File: src/rtl/pipe_smac.sv
// Three-stage pipelined signed/unsigned multiply-accumulate unit with valid/ready handshake.
// S1 holds operands, S2 holds the 2N-bit product, S3 holds the result and the accumulator.
module pipe_smac #(
    parameter int unsigned N     = 8,
    parameter int unsigned ACC_W = 2 * N + 8,
    parameter int unsigned SAT   = 1
) (
    input  logic             clk,
    input  logic             rst,
    input  logic             in_valid,
    output logic             in_ready,
    input  logic [N-1:0]     a,
    input  logic [N-1:0]     b,
    input  logic             is_signed,
    input  logic             acc_en,
    input  logic             acc_clr,
    output logic             out_valid,
    input  logic             out_ready,
    output logic [ACC_W-1:0] result,
    output logic             overflow
);

    if (ACC_W < 2 * N + 1) begin : g_acc_w_check
        $error("pipe_smac: ACC_W must be at least 2*N+1");
    end
    if (N < 2) begin : g_n_check
        $error("pipe_smac: N must be at least 2");
    end

    localparam logic [ACC_W-1:0] ACC_MAX = {1'b0, {(ACC_W - 1){1'b1}}};
    localparam logic [ACC_W-1:0] ACC_MIN = {1'b1, {(ACC_W - 1){1'b0}}};

    logic stall;
    logic adv;

    // Stage 1
    logic         v1_q, v1_d;
    logic [N-1:0] a1_q, a1_d;
    logic [N-1:0] b1_q, b1_d;
    logic         sgn1_q, sgn1_d;
    logic         en1_q, en1_d;
    logic         clr1_q, clr1_d;

    // Stage 2
    logic           v2_q, v2_d;
    logic [2*N-1:0] prod2_q, prod2_d;
    logic           sgn2_q, sgn2_d;
    logic           en2_q, en2_d;
    logic           clr2_q, clr2_d;

    // Stage 3
    logic             out_valid_q, out_valid_d;
    logic [ACC_W-1:0] result_q, result_d;
    logic             overflow_q, overflow_d;
    logic [ACC_W-1:0] acc_q, acc_d;

    logic [2*N-1:0]   a_ext;
    logic [2*N-1:0]   b_ext;
    logic [2*N-1:0]   prod;
    logic [ACC_W-1:0] prod_ext;
    logic [ACC_W-1:0] acc_base;
    logic [ACC_W:0]   sum;
    logic             sum_ovf;
    logic [ACC_W-1:0] sum_final;

    // The whole pipeline freezes while the head result waits for the consumer.
    assign stall    = out_valid_q & ~out_ready;
    assign adv      = ~stall;
    assign in_ready = adv;

    assign out_valid = out_valid_q;
    assign result    = result_q;
    assign overflow  = overflow_q;

    always_comb begin
        v1_d   = v1_q;
        a1_d   = a1_q;
        b1_d   = b1_q;
        sgn1_d = sgn1_q;
        en1_d  = en1_q;
        clr1_d = clr1_q;
        if (adv) begin
            v1_d = in_valid;
            if (in_valid) begin
                a1_d   = a;
                b1_d   = b;
                sgn1_d = is_signed;
                en1_d  = acc_en;
                clr1_d = acc_clr;
            end
        end
    end

    always_comb begin
        if (sgn1_q) begin
            a_ext = {{N{a1_q[N-1]}}, a1_q};
            b_ext = {{N{b1_q[N-1]}}, b1_q};
        end else begin
            a_ext = {{N{1'b0}}, a1_q};
            b_ext = {{N{1'b0}}, b1_q};
        end
    end

    // Low 2N bits of the 2N x 2N product are exact for both signed and unsigned operands.
    assign prod = a_ext * b_ext;

    always_comb begin
        v2_d    = v2_q;
        prod2_d = prod2_q;
        sgn2_d  = sgn2_q;
        en2_d   = en2_q;
        clr2_d  = clr2_q;
        if (adv) begin
            v2_d = v1_q;
            if (v1_q) begin
                prod2_d = prod;
                sgn2_d  = sgn1_q;
                en2_d   = en1_q;
                clr2_d  = clr1_q;
            end
        end
    end

    always_comb begin
        if (sgn2_q) begin
            prod_ext = {{(ACC_W - 2 * N){prod2_q[2*N-1]}}, prod2_q};
        end else begin
            prod_ext = {{(ACC_W - 2 * N){1'b0}}, prod2_q};
        end
    end

    // acc_q already holds the value left by the previous acc beat, so dependent beats need no bubble.
    assign acc_base = clr2_q ? '0 : acc_q;
    assign sum      = {acc_base[ACC_W-1], acc_base} + {prod_ext[ACC_W-1], prod_ext};
    assign sum_ovf  = sum[ACC_W] ^ sum[ACC_W-1];

    always_comb begin
        sum_final = sum[ACC_W-1:0];
        if (sum_ovf && (SAT != 0)) begin
            sum_final = sum[ACC_W] ? ACC_MIN : ACC_MAX;
        end
    end

    always_comb begin
        out_valid_d = out_valid_q;
        result_d    = result_q;
        overflow_d  = overflow_q;
        acc_d       = acc_q;
        if (adv) begin
            out_valid_d = v2_q;
            if (v2_q) begin
                if (en2_q) begin
                    result_d   = sum_final;
                    overflow_d = sum_ovf;
                    acc_d      = sum_final;
                end else begin
                    result_d   = prod_ext;
                    overflow_d = 1'b0;
                end
            end
        end
    end

    always_ff @(posedge clk) begin
        if (rst) begin
            v1_q        <= 1'b0;
            a1_q        <= '0;
            b1_q        <= '0;
            sgn1_q      <= 1'b0;
            en1_q       <= 1'b0;
            clr1_q      <= 1'b0;
            v2_q        <= 1'b0;
            prod2_q     <= '0;
            sgn2_q      <= 1'b0;
            en2_q       <= 1'b0;
            clr2_q      <= 1'b0;
            out_valid_q <= 1'b0;
            result_q    <= '0;
            overflow_q  <= 1'b0;
            acc_q       <= '0;
        end else begin
            v1_q        <= v1_d;
            a1_q        <= a1_d;
            b1_q        <= b1_d;
            sgn1_q      <= sgn1_d;
            en1_q       <= en1_d;
            clr1_q      <= clr1_d;
            v2_q        <= v2_d;
            prod2_q     <= prod2_d;
            sgn2_q      <= sgn2_d;
            en2_q       <= en2_d;
            clr2_q      <= clr2_d;
            out_valid_q <= out_valid_d;
            result_q    <= result_d;
            overflow_q  <= overflow_d;
            acc_q       <= acc_d;
        end
    end

endmodule

File: config.mk
export PLATFORM = sky130hd
export DESIGN_NAME = pipe_smac
export DESIGN_NICKNAME = d
export VERILOG_FILES = /design/src/rtl/pipe_smac.sv
export SDC_FILE = /design/constraint.sdc
export NUM_CORES = 1
export LEC_CHECK = 0
export CORE_UTILIZATION = 37
export DETAILED_ROUTE_END_ITERATION = 7
export GPL_TIMING_DRIVEN = 0
export PLACE_DENSITY = 0.51
export SYNTH_ARGS = -nofsm -noshare
export SYNTH_HDL_FRONTEND = slang
export SYNTH_SLANG_ARGS = --single-unit
File: constraint.sdc
create_clock -name clk -period 14.95 [get_ports clk]
set_clock_uncertainty 0.05 [all_clocks]
set_input_delay 2.99 -clock clk [delete_from_list [all_inputs] [get_ports clk]]
set_output_delay 2.99 -clock clk [all_outputs]
set_load 0.1 [all_outputs]
==> impl_metrics.prom <==
# TYPE chip_impl_metric gauge
chip_impl_metric{name="dp_worst_setup_slack",unit="ns"} 7.06
chip_impl_metric{name="peakVddDrop",unit="mV"} 0.0471
chip_impl_metric{name="diodes_inserted",unit=""} 0
chip_impl_metric{name="power.internal",unit="W"} 0.000435
chip_impl_metric{name="rrSetupSlack",unit="ns"} 8.79
chip_impl_info{name="status",value="complete, no violations"} 1
chip_impl_metric{name="setup_failing_eps_final",unit=""} 0
chip_impl_metric{name="vias",unit=""} 7397
chip_impl_metric{name="detailedPlacementHpwl",unit="um"} 19400
chip_impl_metric{name="cts.clk_slew.worst_paths",unit="ns"} 0.06
chip_impl_metric{name="finish.cell_count_without_fillers",unit=""} 1457
chip_impl_metric{name="grt_pass1_wl",unit="um"} 39400
chip_impl_metric{name="postLayoutSetupSlackWorst",unit="ns"} 7.07
chip_impl_metric{name="combinationalPowerShare",unit="%"} 18.4
chip_impl_info{name="most_frequent_cells_in_the_layout",value="inv_1, nand2_1, dfxtp_1, nor2_1, a21oi_1"} 1
chip_impl_metric{name="synth.distinct_cells",unit=""} 72
chip_impl_metric{name="maxClockFrequency",unit="GHz"} 0.127
chip_impl_metric{name="drt-pass1-iter-count",unit=""} 5
chip_impl_metric{name="io_pins",unit=""} 50
chip_impl_metric{name="die-width",unit="um"} 157
chip_impl_metric{name="hold_violations",unit=""} 0
chip_impl_metric{name="worst_pin_slew",unit="ns"} 1.01
chip_impl_info{name="holdCritPathClass",value="reg2reg"} 1
chip_impl_metric{name="p_leak",unit="nW"} 4.41
chip_impl_metric{name="die_h",unit="um"} 157
chip_impl_info{name="mostFrequentLayoutCell",value="inv_1"} 1
chip_impl_metric{name="cts_hold_repair.buffers",unit=""} 0
chip_impl_metric{name="average_detailed_routed_wire_length_per_instance",unit="um"} 16.6
chip_impl_metric{name="drt.antenna.violating_nets",unit=""} 0
chip_impl_metric{name="slew_limit_headroom",unit="%"} 32.4
chip_impl_metric{name="postCtsResizedCells",unit=""} 0
chip_impl_metric{name="final_max_slew_viol_count",unit=""} 0
chip_impl_metric{name="drt-total-wl",unit="um"} 24200
chip_impl_info{name="cell_by_cell_listing_of_the_critical_path",value="clkdlybuf4s50_1 > nor2b_1 > inv_1 > clkdlybuf4s50_1"} 1
chip_impl_metric{name="design.die.area",unit="mm^2"} 0.0246
chip_impl_info{name="tritoncts",value="yes"} 1
chip_impl_metric{name="count_of_buffer_and_inverter_cells_on_the_critical_path",unit=""} 3
chip_impl_metric{name="place.gp.congestion",unit=""} 0.865
chip_impl_metric{name="grt-ovfl-total",unit=""} 0
chip_impl_metric{name="synth_enable_flop_cells",unit=""} 0
chip_impl_info{name="worst_path_max_delay_cell",value="clkdlybuf4s50_1"} 1
chip_impl_info{name="postSynth.topFlopCell",value="dfxtp_1"} 1
chip_impl_metric{name="ys_seq_area_share",unit="%"} 20.3
chip_impl_metric{name="timing.hold.ws",unit="ns"} 0.400
chip_impl_metric{name="async_reset_ff_share",unit="%"} 0
chip_impl_metric{name="sequentialPowerShare",unit="%"} 41.5
chip_impl_info{name="whs_endpoint",value="clr2_q"} 1
chip_impl_metric{name="post_route_cells_drive_above_1_share",unit="%"} 5.36
chip_impl_metric{name="register_area",unit="mm^2"} 0.00180
chip_impl_metric{name="dpl-instance-area",unit="mm^2"} 0.00975
chip_impl_metric{name="coreArea",unit="mm^2"} 0.0235
chip_impl_info{name="cts-root-buf",value="clkbuf_16"} 1
chip_impl_metric{name="netlist_area",unit="mm^2"} 0.00886
chip_impl_metric{name="drv_cap",unit=""} 0
chip_impl_metric{name="switching_power_summed_over_all_nets",unit="W"} 0.000180
chip_impl_metric{name="clock_power_share",unit="%"} 40.1
chip_impl_metric{name="post-route-period-util",unit="%"} 52.7
chip_impl_metric{name="placement.io_buffers",unit=""} 49
chip_impl_metric{name="synth-warning-count",unit=""} 0
chip_impl_metric{name="power_per_cell_area",unit="mW/mm^2"} 61.2
chip_impl_metric{name="placementRows",unit=""} 56
chip_impl_info{name="min-delay-start",value="clr1_q"} 1
chip_impl_metric{name="final_design_area_no_fill",unit="mm^2"} 0.0101
chip_impl_metric{name="worst_ep_required_time",unit="ns"} 11.91
chip_impl_metric{name="design.final.nets",unit=""} 1305
chip_impl_info{name="critical_path.top_delay_family",value="buffers and inverters"} 1
chip_impl_metric{name="fill_cells",unit=""} 2431
chip_impl_metric{name="critical_path.max_fanout",unit=""} 7
chip_impl_metric{name="clock_tree.htree_level_count",unit=""} 3
chip_impl_metric{name="cts-buffers-inserted",unit=""} 9
chip_impl_info{name="r2r-end",value="prod2_q[14]"} 1
chip_impl_metric{name="multiInputGateArea",unit="mm^2"} 0.00634
chip_impl_metric{name="number_of_global_route_vias_before_repair",unit=""} 7174
chip_impl_info{name="worst_path_most_repeated_cell",value="clkdlybuf4s50_1"} 1
chip_impl_metric{name="holdPathStages",unit=""} 2
chip_impl_metric{name="syn-mean-instance-area",unit="um^2"} 8.24
chip_impl_metric{name="area_delta_synth_final",unit="%"} 13.5
chip_impl_metric{name="cts_sinks",unit=""} 90
chip_impl_info{name="critical_path_sink_type",value="output port"} 1
chip_impl_info{name="timing.critical_path.from_type",value="input port"} 1
chip_impl_metric{name="insertion_delay",unit="ns"} 0.36
chip_impl_metric{name="placedCellCount",unit=""} 1443
chip_impl_info{name="setup_repair_after_global_routing_missed_its_margin",value="false"} 1
chip_impl_metric{name="crit_arrival",unit="ns"} 4.84
chip_impl_metric{name="fraction_of_power_spent_switching_nets",unit="%"} 29.3
chip_impl_metric{name="fin_tns_setup",unit="ns"} 0
chip_impl_metric{name="antenna_found_initial",unit=""} 0
chip_impl_metric{name="grt.total_usage",unit="%"} 21.0
chip_impl_info{name="crit-reg2reg-launch",value="sgn1_q"} 1
chip_impl_info{name="setup.worst_path.class",value="in2out"} 1
chip_impl_metric{name="synth.net_count",unit=""} 1245
chip_impl_metric{name="post_cts_buffers",unit=""} 0
chip_impl_metric{name="grt_start_max_net_pins",unit=""} 14
chip_impl_metric{name="period_needed",unit="ns"} 7.88
chip_impl_metric{name="reg2regPathDepth",unit=""} 20
chip_impl_metric{name="critical-path-max-stage-delay",unit="ns"} 1.17
chip_impl_metric{name="vias_per_cell",unit=""} 5.08
chip_impl_metric{name="synthCells",unit=""} 1075
chip_impl_metric{name="yosys_register_bits",unit=""} 90
chip_impl_metric{name="floorplan.initialDensity",unit="%"} 37.7
chip_impl_metric{name="cts.path.max_buffers",unit=""} 2
chip_impl_metric{name="remaining_drc_errors",unit=""} 0
chip_impl_metric{name="initialDrtViolationCount",unit=""} 411
-- cells by family after synthesis --
family / count (synthesis) / synth area share, %
compound gates: 230 / 18.0
simple gates: 358 / 19.7
mux: 5 / 0.593
xor+xnor: 49 / 4.93
buf+inv: 181 / 8.05
fa+ha+maj: 162 / 28.4
flops: 90 / 20.3
-- layer usage --
metal  part of all wire, %  vias up  global-route usage (%)
li1                      -     3707                       -
met1                    51     3546                    29.7
met2                    45      131                    33.8
met3                   3.7       13                    3.21
met4                  0.86        0                    4.06
met5                     0        -                       0
-- stage by stage --
stage / util (%) / power [W]
4_1_cts: 42.8 / 0.000622
5_1_grt: 42.8 / 0.000643
3_5_place_dp: 41.5 / 0.000375
3_3_place_gp: 41.5 / 0.000374
6_report: 42.8 / 0.000615
2_1_floorplan: - / 0.000338
-- cell usage after synthesis, types with 14 or more instances --
cell,n,area share [%]
inv_1,128,5.4
nand2_1,115,4.9
dfxtp_1,90,20
nor2_1,80,3.4
a21oi_1,79,4.5
ha_1,78,11
fa_1,69,16
and2_1,67,4.7
clkbuf_1,40,1.7
xnor2_1,33,3.3
o21ai_0,30,1.7
nor2b_1,28,2.0
a21o_1,15,1.3
xor2_1,15,1.5
a211oi_1,14,1.2
-- tightest hold or removal path: cells and delay by family (launching register included) --
family	cells	cell delay, ns
simple gates	1	0.05
flops	1	0.31
compound gates	1	0.05
-- final cells by class --
class | instances | share of cell area, %
Sequential cell | 90 | 17.9
Buffer | 52 | 2.28
Inverter | 129 | 4.82
Multi-Input combinational cell | 804 | 63.1
Clock buffer | 11 | 2.41
Tap cell | 319 | 3.97
Timing Repair Buffer | 49 | 4.88
Clock inverter | 3 | 0.647
-- registers in the layout (all words and copies together), names as in the netlist, 8 cells and up --
register  cells
acc_q        24
result       24
prod2_q      16
a1_q          8
b1_q          8
-- worst max-delay path by stage --
stage	to	startpoint	cells after the start	slack, ns
finish	in_ready	out_ready	4	7.07
global placement	in_ready	out_ready	4	7.05
floorplan	in_ready	out_ready	2	8.20
detailed placement	in_ready	out_ready	4	7.06
global route	in_ready	out_ready	4	6.97
CTS	in_ready	out_ready	4	7.05
-- power by group through the flow --
stage	clock network (W)	registers [W]	logic, W
5_1_grt	0.000260	0.000256	0.000126
2_1_floorplan	0	0.000276	0.0000623
3_3_place_gp	0	0.000261	0.000114
4_1_cts	0.000253	0.000255	0.000114
3_5_place_dp	0	0.000261	0.000114
6_report	0.000247	0.000255	0.000113
No activity file was read; power rests on OpenSTA's default activity.
